**config.mk**
```make
export PLATFORM = sky130hd
export DESIGN_NAME = dpipe_delay_line
export DESIGN_NICKNAME = d
export VERILOG_FILES = /design/src/rtl/dpipe_pkg.sv /design/src/rtl/dpipe_stage.sv /design/src/rtl/dpipe_delay_line.sv
export SDC_FILE = /design/constraint.sdc
export NUM_CORES = 1
export LEC_CHECK = 0
export ABC_AREA = 1
export CORE_AREA = 5 5 42 44
export DETAILED_ROUTE_END_ITERATION = 7
export DIE_AREA = 0 0 47 49
export DONT_BUFFER_PORTS = 1
export GPL_ROUTABILITY_DRIVEN = 0
export PLACE_DENSITY = 0.3
export SLEW_MARGIN = 10
export SYNTH_ARGS = -nofsm -noshare
export SYNTH_HDL_FRONTEND = slang
export SYNTH_HIERARCHICAL = 1
export SYNTH_SLANG_ARGS = --single-unit
```
**constraint.sdc**
```tcl
create_clock -name clk_i -period 0.8 [get_ports clk_i]
set_input_delay 0.2 -clock clk_i [delete_from_list [all_inputs] [get_ports clk_i]]
set_output_delay 0.2 -clock clk_i [all_outputs]
set_load 0.03 [all_outputs]
```
**src/rtl/dpipe_pkg.sv**
```systemverilog
// Shared helpers for the dpipe delay line: fill-counter width and per-stage operation decode.
package dpipe_pkg;

  // Width needed to count 0..n inclusive.
  function automatic int unsigned cnt_w(input int unsigned n);
    return $clog2(n + 1);
  endfunction

  typedef enum logic [1:0] {
    OP_HOLD  = 2'd0,
    OP_LOAD  = 2'd1,
    OP_CLEAR = 2'd2
  } stage_op_e;

  // Reset and flush both return a stage to its idle value; enable only matters otherwise.
  function automatic stage_op_e stage_op(input logic rst_n, input logic flush, input logic en);
    if (!rst_n || flush) return OP_CLEAR;
    if (en) return OP_LOAD;
    return OP_HOLD;
  endfunction

endpackage

```
**src/rtl/dpipe_stage.sv**
```systemverilog
// One {data, vld} register of the delay line with enable, flush and synchronous active-low reset.
module dpipe_stage
  import dpipe_pkg::*;
#(
  parameter int unsigned      WIDTH   = 1,
  parameter logic [WIDTH-1:0] RST_VAL = '1
) (
  input  logic             clk,
  input  logic             rst_n,
  input  logic             en,
  input  logic             flush,
  input  logic [WIDTH-1:0] d,
  input  logic             vld,
  output logic [WIDTH-1:0] q,
  output logic             q_vld
);

  typedef struct packed {
    logic [WIDTH-1:0] data;
    logic             vld;
  } word_t;

  word_t word_q;

  always_ff @(posedge clk) begin
    unique case (stage_op(rst_n, flush, en))
      OP_CLEAR: word_q <= '{data: RST_VAL, vld: 1'b0};
      OP_LOAD:  word_q <= '{data: d, vld: vld};
      default:  word_q <= word_q;
    endcase
  end

  assign q     = word_q.data;
  assign q_vld = word_q.vld;

endmodule

```
**src/rtl/dpipe_delay_line.sv**
```systemverilog
// WIDTH x STAGES delay line with valid tags, stall and flush; optional edge detect on the
// output word when DPIPE_EDGE_DET_EN is defined.
module dpipe_delay_line
  import dpipe_pkg::*;
#(
  parameter int unsigned      WIDTH   = 1,
  parameter int unsigned      STAGES  = 1,
  parameter logic [WIDTH-1:0] RST_VAL = '1
) (
  input  logic                        clk_i,
  input  logic                        rstn_i,
  input  logic                        en_i,
  input  logic                        flush_i,
  input  logic [WIDTH-1:0]            d_i,
  input  logic                        vld_i,
  output logic [WIDTH-1:0]            d_o,
  output logic                        vld_o,
  output logic [cnt_w(STAGES)-1:0]    fill_o
`ifdef DPIPE_EDGE_DET_EN
  ,
  output logic [WIDTH-1:0]            rise_o,
  output logic [WIDTH-1:0]            fall_o
`endif
);

  localparam int unsigned CW = cnt_w(STAGES);

  // Index 0 is the input word; index k is the output of stage k-1.
  logic [STAGES:0][WIDTH-1:0] data;
  logic [STAGES:0]            vld;

  assign data[0] = d_i;
  assign vld[0]  = vld_i;

  for (genvar k = 0; k < STAGES; k++) begin : g_stage
    dpipe_stage #(
      .WIDTH   (WIDTH),
      .RST_VAL (RST_VAL)
    ) u_stage (
      .clk   (clk_i),
      .rst_n (rstn_i),
      .en    (en_i),
      .flush (flush_i),
      .d     (data[k]),
      .vld   (vld[k]),
      .q     (data[k+1]),
      .q_vld (vld[k+1])
    );
  end

  assign d_o   = data[STAGES];
  assign vld_o = vld[STAGES];

  // Occupancy tracked incrementally: one in, one out per advance, bounded to 0..STAGES.
  logic [CW-1:0] fill_q;

  always_ff @(posedge clk_i) begin
    if (!rstn_i || flush_i) begin
      fill_q <= '0;
    end else if (en_i) begin
      fill_q <= fill_q + CW'(vld_i) - CW'(vld[STAGES]);
    end
  end

  assign fill_o = fill_q;

`ifdef DPIPE_EDGE_DET_EN
  // Tracks d_o every cycle; reloaded with RST_VAL so no edge shows after reset/flush.
  logic [WIDTH-1:0] last_q;

  always_ff @(posedge clk_i) begin
    if (!rstn_i || flush_i) begin
      last_q <= RST_VAL;
    end else begin
      last_q <= d_o;
    end
  end

  assign rise_o = d_o & ~last_q;
  assign fall_o = ~d_o & last_q;
`endif

endmodule

```
==> results of run 1 <==
cell families after synthesis:
group / Yosys count
flops: 3
buf+inv: 6
simple gates: 14
state kept, by name, indices dropped and copies added, names as in the netlist:
name,count
fill_o,1
g_stage.u_stage/q,1
g_stage.u_stage/q_vld,1
metal layers:
metal  track usage  part of all wire  vias to the layer above  routed length [um]
li1              -                 -                       88                   -
met1        0.0330              0.39                       69                 133
met2        0.0452              0.49                        7                 164
met3        0.0295              0.12                        0                  40
met4        0.0415                 0                        0                   0
met5             0                 0                        -                   0
tightest hold or removal path: stages:
cell and delay [ns]:
nor2_1 0.03, nand2_1 0.05, nor2_1 0.04
layout make-up:
type,count,area [um^2],share of cell area
timing repair buffer,4,41.3,0.163
clock buffer,4,26.3,0.103
inverter,6,22.5,0.0887
multi-input combinational,14,62.6,0.246
sequential,3,81.3,0.320
tap,16,20.0,0.0788
timing repair:
item / in CTS / in global routing
setup endpoints to repair: 4 / 4
buffers inserted: 2 / 0
gates resized for setup: 3 / 1
pin swaps: 0 / 0
power by group through the flow:
stage	clock network [mW]	registers, mW	logic (mW)
2_1_floorplan	0	0.200	0.0236
5_1_grt	0.286	0.189	0.0658
3_3_place_gp	0	0.190	0.0457
6_report	0.256	0.188	0.0591
3_5_place_dp	0	0.191	0.0455
4_1_cts	0.270	0.187	0.0586
worst max path at each step:
stage	to	start	cells after the start	slack, ns
after CTS	vld_o	g_stage[0].u_stage/q_vld	1	-0.20
after floorplan	fill_o	g_stage[0].u_stage/q_vld	5	-0.17
after global placement	fill_o	g_stage[0].u_stage/q_vld	5	-0.03
final	vld_o	g_stage[0].u_stage/q_vld	1	-0.20
after global routing	vld_o	g_stage[0].u_stage/q_vld	1	-0.24
after detailed placement	fill_o	g_stage[0].u_stage/q_vld	5	-0.05
Yosys cell counts:
library cell	count
inv_1	6
nor2_1	6
nand2_1	4
edfxtp_1	2
nand4_1	2
dfxtp_1	1
nand3_1	1
nand3b_1	1
cells in the final DEF (no fill, tap or decap):
master / count
nand4_1: 2
nand2_1: 4
buf_6: 3
nand3b_1: 1
clkbuf_4: 3
buf_4: 1
inv_1: 6
dfxtp_2: 1
nand3_1: 1
edfxtp_1: 2
nor2_1: 6
clkbuf_1: 1
stage by stage:
step | cells | area (um^2)
2_1_floorplan | 23 | 165
3_3_place_gp | 41 | 200
3_5_place_dp | 41 | 200
4_1_cts | 47 | 250
5_1_grt | 47 | 254
6_report | 47 | 254
==> flow_summary.toml, run 1 <==
[clocking]
cts_buffers = 3
clk_path_buf_depth = 2
holdBufCountCts = 0
cts_tree = "done"
cts_sinks = 3
cts_root_buf = "clkbuf_4"
htreeDepth = 1
path_clk_slew_ns = 0.03
insertion_delay_ns = 0.23

[logic_synthesis]
synth-compound-area-share = 0
synth.avg_cell_area_um2 = 7.18
ys_seq_area_frac = 0.485
synth_cells = 23
synthMuxAreaShare = 0
synth.yosys.warnings = 6
syn-num-nets = 29
synth_area_um2 = 165
ys_types = 8
synth.area.top_cells = "edfxtp_1 36%, inv_1 14%, nor2_1 14%"
ys_seq_elements = 3
synth_top_area_share = 0.364
synth-xor-area-share = 0
synthAdderAreaFrac = 0
synthSimpleGateAreaFrac = 0.379
synth_area_leader_cell = "edfxtp_1"
synth_top_family_by_area = "simple AND/OR/NAND/NOR gates"

[critical_path]
critPathMaxStageDelay_ns = 0.41
start_kind = "register"
r2r_end = "fill_o"
path_max_fanout = 2
crit_slowest_cell = "edfxtp_1"
crit_arrival_ns = 0.80
r2r_cells = 6
crit_type = "register to output pin"
rrSetupSlack_ns = -0.12
worstPathCellList = "buf_6"
critPathCaptureType = "output pin"
cp_num_buf_inv = 1
critical_path_required_ns = 0.60
r2r_start = "g_stage[0].u_stage/q_vld"
cp_top_family = "flip-flops"

[timing]
finalMaxSlewViolations = 0
max_freq_mhz = 1000
worst_clock_skew_ns = 0.000225
tightest_slew_ns = 0.294
relSlewSlack = 0.804
finalCriticalPeriod_ns = 0.998
hold_viol = 0
fin_crit_sh = 1.25
rsz0062_at_grt = "yes"
worst_slack_ns = -0.198
whs_ns = 0.122
fin_setup_tns_ns = -0.536
finalSetupViolations = 4

[drt]
routed_wl_um = 338
drt_iter0_drc = 1
drtPass1Iterations = 3
num_vias = 164
routedWlPerCell_um = 7.19
route.detailed.drc = 0
drtAntennaViolNets = 0
vias_per_cell = 3.49

[power]
p_switching_uw = 111
swShare = 0.221
p_int_uw = 392
ir_worst_vdd_mv = 0.547
p_leak_nw = 0.121
clkPwrFrac = 0.509
p_comb_frac = 0.118
totalPowerFinal_uw = 503
p_per_area_nw_per_um2 = 1980
pwr-share-seq = 0.373

[placement]
dp_slack_ns = -0.0528
numPortBuffers = 0

[die]
io_pins = 9
die_h_um = 49
dieArea_um2 = 2300
die_w_um = 47
rows = 14
core-area_um2 = 1400
initial_utilization = 0.118

[layout]
fillers = 172
drive_gt1_frac = 0.258
area_growth_pct = 53.8
layout.nets = 38
diodes = 0
finish.utilization = 0.181

[status]
status = "finished, violations left"
violations = "setup timing"

[worst_hold_path]
hold_depth = 3
hold_path_end = "fill_o"
hold_class = "input port to register"
min-delay-start = "flush_i"

[grt]
grt_overflow = 0
grt_usage = 0.0366
grt_pass1_vias = 161
grt_first_pass_wirelength_um = 558
antenna_found_initial = 0
grt_max_degree = 6

[run]
cap_violations = 0
No activity file was read; power rests on OpenSTA's default activity.
==> inputs of run 2 (changes only) <==
--- a/config.mk
+++ b/config.mk
@@ -7,11 +7,11 @@
 export LEC_CHECK = 0
 export ABC_AREA = 1
 export CORE_AREA = 5 5 42 44
+export CTS_CLUSTER_SIZE = 12
 export DETAILED_ROUTE_END_ITERATION = 7
 export DIE_AREA = 0 0 47 49
-export DONT_BUFFER_PORTS = 1
-export GPL_ROUTABILITY_DRIVEN = 0
-export PLACE_DENSITY = 0.3
+export GPL_ROUTABILITY_DRIVEN = 1
+export PLACE_DENSITY = 0.34
 export SLEW_MARGIN = 10
 export SYNTH_ARGS = -nofsm -noshare
 export SYNTH_HDL_FRONTEND = slang
==> run 2 against run 1 <==
Compared with the run above:
- the flow still finishes with violations (setup timing)
- core utilization grew 4.8 points
- first-iteration DRC count unchanged
- combinational power is 69% higher
- die area unchanged
- power grew 7.0%
- cell count is 15% higher
- global-route usage increased by 0.35 points
- critical path type unchanged
- largest cell class is now non-clock buffers
- highest routed layer unchanged
- clock skew rose by 0.0018 ns
==> flow_summary.toml, run 2 (synthesis results as in run 1) <==
[status]
status = "finished, violations left"
violations = "setup timing"

[timing]
rsz0062_at_grt = "yes"
max_freq_mhz = 1000
worst_slack_ns = -0.200
finalMaxSlewViolations = 0
worst_clock_skew_ns = 0.00204
tightest_slew_ns = 0.140
fin_crit_sh = 1.25
finalSetupViolations = 4
hold_viol = 0
finalCriticalPeriod_ns = 1.00
relSlewSlack = 0.907

[grt]
grt_max_degree = 5
grt_usage = 0.0401
grt_pass1_vias = 172
grt_overflow = 0
grt_first_pass_wirelength_um = 634
antenna_found_initial = 0

[placement]
post-place-cells = 48
place_congestion = 0.688
numPortBuffers = 8
dp_hpwl_um = 308

[drt]
routedWlPerCell_um = 6.43
vias_per_cell = 3.46
drt_iter0_drc = 1
drtPass1Iterations = 2
drtAntennaViolNets = 0
routed_wl_um = 347
num_vias = 187
route.detailed.drc = 0

[layout]
final_cells = 54
layout_common_cells = "6 x nor2_1, 5 x inv_1, 4 x nand2_1, 4 x buf_6"
finish.utilization = 0.229
fillers = 172
diodes = 0
seqCellArea_um2 = 81.3
layout.nets = 45
multiInputGateArea_um2 = 62.6
final_common_cell = "nor2_1"
drive_gt1_frac = 0.289
area_growth_pct = 94.7

[critical_path]
rrSetupSlack_ns = -0.14
crit_type = "register to output pin"
cp_num_buf_inv = 1
start_kind = "register"
crit_arrival_ns = 0.80
crit_slowest_cell = "edfxtp_1"
cp_top_family = "flip-flops"
path_max_fanout = 2
critPathCaptureType = "output pin"
critical_path_required_ns = 0.60
worstPathCellList = "buf_6"
critPathMaxStageDelay_ns = 0.41

[die]
dieArea_um2 = 2300
initial_utilization = 0.118
die_h_um = 49
core-area_um2 = 1400
rows = 14
io_pins = 9
die_w_um = 47

[clocking]
cts_sinks = 3
cts_buffers = 3
cts_tree = "done"
holdBufCountCts = 0
htreeDepth = 1
clk_path_buf_depth = 2
path_clk_slew_ns = 0.03
cts_root_buf = "clkbuf_4"
insertion_delay_ns = 0.23

[power]
p_per_area_nw_per_um2 = 1670
ir_worst_vdd_mv = 0.523
p_leak_nw = 0.164

[run]
cap_violations = 0

[worst_hold_path]
hold_class = "input port to register"
## run 2: area by class of cell
class / instances / share of cell area
Timing Repair Buffer: 11 / 0.339
Sequential cell: 3 / 0.253
Multi-Input combinational cell: 14 / 0.195
Clock buffer: 4 / 0.0817
Inverter: 6 / 0.0700
Tap cell: 16 / 0.0623
## run 2: per-layer routing
metal	global-route usage	vias up	part of all wire	wire length (um)
met2	0.0543	4	0.56	196
met4	0.0415	0	0	0
met3	0.0221	0	0.040	14
met5	0	-	0	0
met1	0.0396	80	0.39	135
li1	-	103	-	-
## run 2: timing repair
item,4_1_cts,5_1_grt
endpoints found under the setup margin,8,5
resized for setup,8,2
setup buffers,2,0
## run 2: power by group
group / leakage (nW) / internal (mW) / switching (mW)
Clock: 0.0150 / 0.186 / 0.0702
Combinational: 0.120 / 0.0527 / 0.0477
Sequential: 0.0289 / 0.176 / 0.00550
Total: 0.164 / 0.415 / 0.123
## run 2: per-stage QoR
| stage | cell area [um^2] | power, mW | hold slack [ns] | setup WS, ns | TNS, ns |
|---|---|---|---|---|---|
| detailed placement | 265 | 0.274 | 0.496 | -0.380 | -1.73 |
| finish | 322 | 0.538 | 0.375 | -0.200 | -0.560 |
| floorplan | 165 | 0.223 | 0.355 | -0.171 | -0.171 |
| global placement | 265 | 0.274 | 0.487 | -0.363 | -1.66 |
| global route | 322 | 0.573 | 0.403 | -0.244 | -0.766 |
| CTS | 315 | 0.553 | 0.375 | -0.207 | -0.625 |
## run 2: path summary, 6_finish.rpt
path / startpoint / to / cells past startpoint
setup / recovery: g_stage[0].u_stage/q_vld / vld_o / 1
hold / removal: vld_i / g_stage[0].u_stage/q_vld / 3
setup reg to reg: g_stage[0].u_stage/q_vld / fill_o / 6
hold reg to reg: fill_o / fill_o / 3
==> inputs of run 3 (changes only) <==
--- a/config.mk
+++ b/config.mk
@@ -11,6 +11,7 @@
 export DETAILED_ROUTE_END_ITERATION = 7
 export DIE_AREA = 0 0 47 49
 export GPL_ROUTABILITY_DRIVEN = 1
+export HOLD_SLACK_MARGIN = 0.02
 export PLACE_DENSITY = 0.34
 export SLEW_MARGIN = 10
 export SYNTH_ARGS = -nofsm -noshare
==> results of run 3 <==
The final DEF is identical to that of run 2; final timing and power are the same.
==> RTL edit: new RTL, settings of run 2 <==
Change the parameter `STAGES` from 1 to 2.
--- a/src/rtl/dpipe_delay_line.sv
+++ b/src/rtl/dpipe_delay_line.sv
@@ -5,5 +5,5 @@
 #(
   parameter int unsigned      WIDTH   = 1,
-  parameter int unsigned      STAGES  = 1,
+  parameter int unsigned      STAGES  = 2,
   parameter logic [WIDTH-1:0] RST_VAL = '1
 ) (
Ports: changed (resized fill_o); port bits go from 9 to 10. The function was not compared with the original's and may differ.
==> RTL edit against run 2 <==
  * The flow still finishes with violations (setup timing)
  * Worst setup slack got worse by 280 ps
  * Area after synthesis is 97% higher
  * Sequential cell count increased by 3
  * Wire length increased by 110%
  * Critical path depth rose by 6
  * Synthesized cell count increased by 74%
  * Via count increased by 72%
  * Total power rose by 53%
  * Cell area up 59%
  * Critical path type is now flop to flop
  * Critical endpoint is now fill_o[1]$_SDFFE_PP0P_
==> RTL edit: results (changes against run 2) <==
Run status
  – Status: complete, but fails checks (unchanged)
  – Failing checks: setup timing (unchanged)

Setup path
  – RR Endpoint: fill_o[1]$_SDFFE_PP0P_ (was fill_o$_SDFFE_PP0P_)
  – Worst R2R Path Depth: 7 (was 6)
  – CP max FO: 3 (was 2)

Drt
  – DR iter-0 viols: 4 (was 1)
  – Met2 WL: 320 um (was 196 um)
  – Top routing layer in use: met4 (was met3)
  – DR WL met3: 61 um (was 14 um)
  – Avg WL per Cell: 9.81 um (was 6.43 um)

Global routing
  – Met3 Usage GRT: 0.0369 (was 0.0221)
  – GR Util met2: 0.0973 (was 0.0543)
  – Vias in the first global route: 277 (was 172)
  – Met1 Use GR: 0.0776 (was 0.0396)
  – GRT Resource Usage Total: 0.0749 (was 0.0401)
  – First-pass GRT wire length: 1100 um (was 634 um)

Final layout
  – Share of cells above drive strength 1: 0.333 (was 0.289)
  – Non-clock buffer share: 0.228 (was 0.339)
  – Clock-cell share of area: 0.0515 (was 0.0817)
  – Inverters: 12 (was 6)

STA
  – Worst slew pin tran: 233 ps (was 140 ps)
  – Post-route setup slack: -484 ps (was -200 ps)
  – Setup TNS: -1690 ps (was -560 ps)
  – Final setup fails: 6 (was 4)

Hold path
  – Hold depth: 4 (was 3)
  – Hold_sp: flush_i (was vld_i)

Power and ir drop
  – Max IR drop VDD: 668 uV (was 523 uV)
  – P_leak: 0.239 nW (was 0.164 nW)

Synth
  – Synth cell types: 11 (was 8)
  – Synth area leaders: edfxtp_1 37%, inv_1 14%, dfxtp_1 12% (was edfxtp_1 36%, inv_1 14%, nor2_1 14%)
  – Mapped Nets: 48 (was 29)
  – Compound-Gate Fraction of Synth Area: 0.0308 (was 0)
  – Yosys reg bits: 6 (was 3)

Place
  – Detailed-placement wirelength estimate: 568 um (was 308 um)

Clock network
  – Clock transition at the registers of the reported paths: 50 ps (was 30 ps)
## RTL edit: worst max-delay path: stages, from the launching register on
cell and delay (ps):
edfxtp_1 400, ha_1 310, inv_2 40, ha_4 160, nand2_2 70, nand4_1 90
nand2_1 70, nor2_1 40
## RTL edit: report_power, final
group          leakage, nW  switching (W)  internal [W]
Sequential          0.0566     0.00000594      0.000344
Clock               0.0150       0.000140      0.000191
Combinational        0.167      0.0000743     0.0000692
Total                0.239       0.000221      0.000604
## RTL edit: per-stage QoR
stage                     cell area [um2]  std cells  power (W)  hold WS (ps)
after floorplan                       339         40   0.000422           342
after global placement                462         68   0.000487           487
after detailed placement              462         68   0.000492           511
after CTS                             508         73   0.000837           406
after global routing                  510         73   0.000886           444
final                                 510         73   0.000825           401
## RTL edit: timing repair
action | in CTS | in global routing
endpoints found under the setup margin | 14 | 6
pin swaps | 3 | 2
buffers inserted | 1 | 0
gates resized for setup | 10 | 2
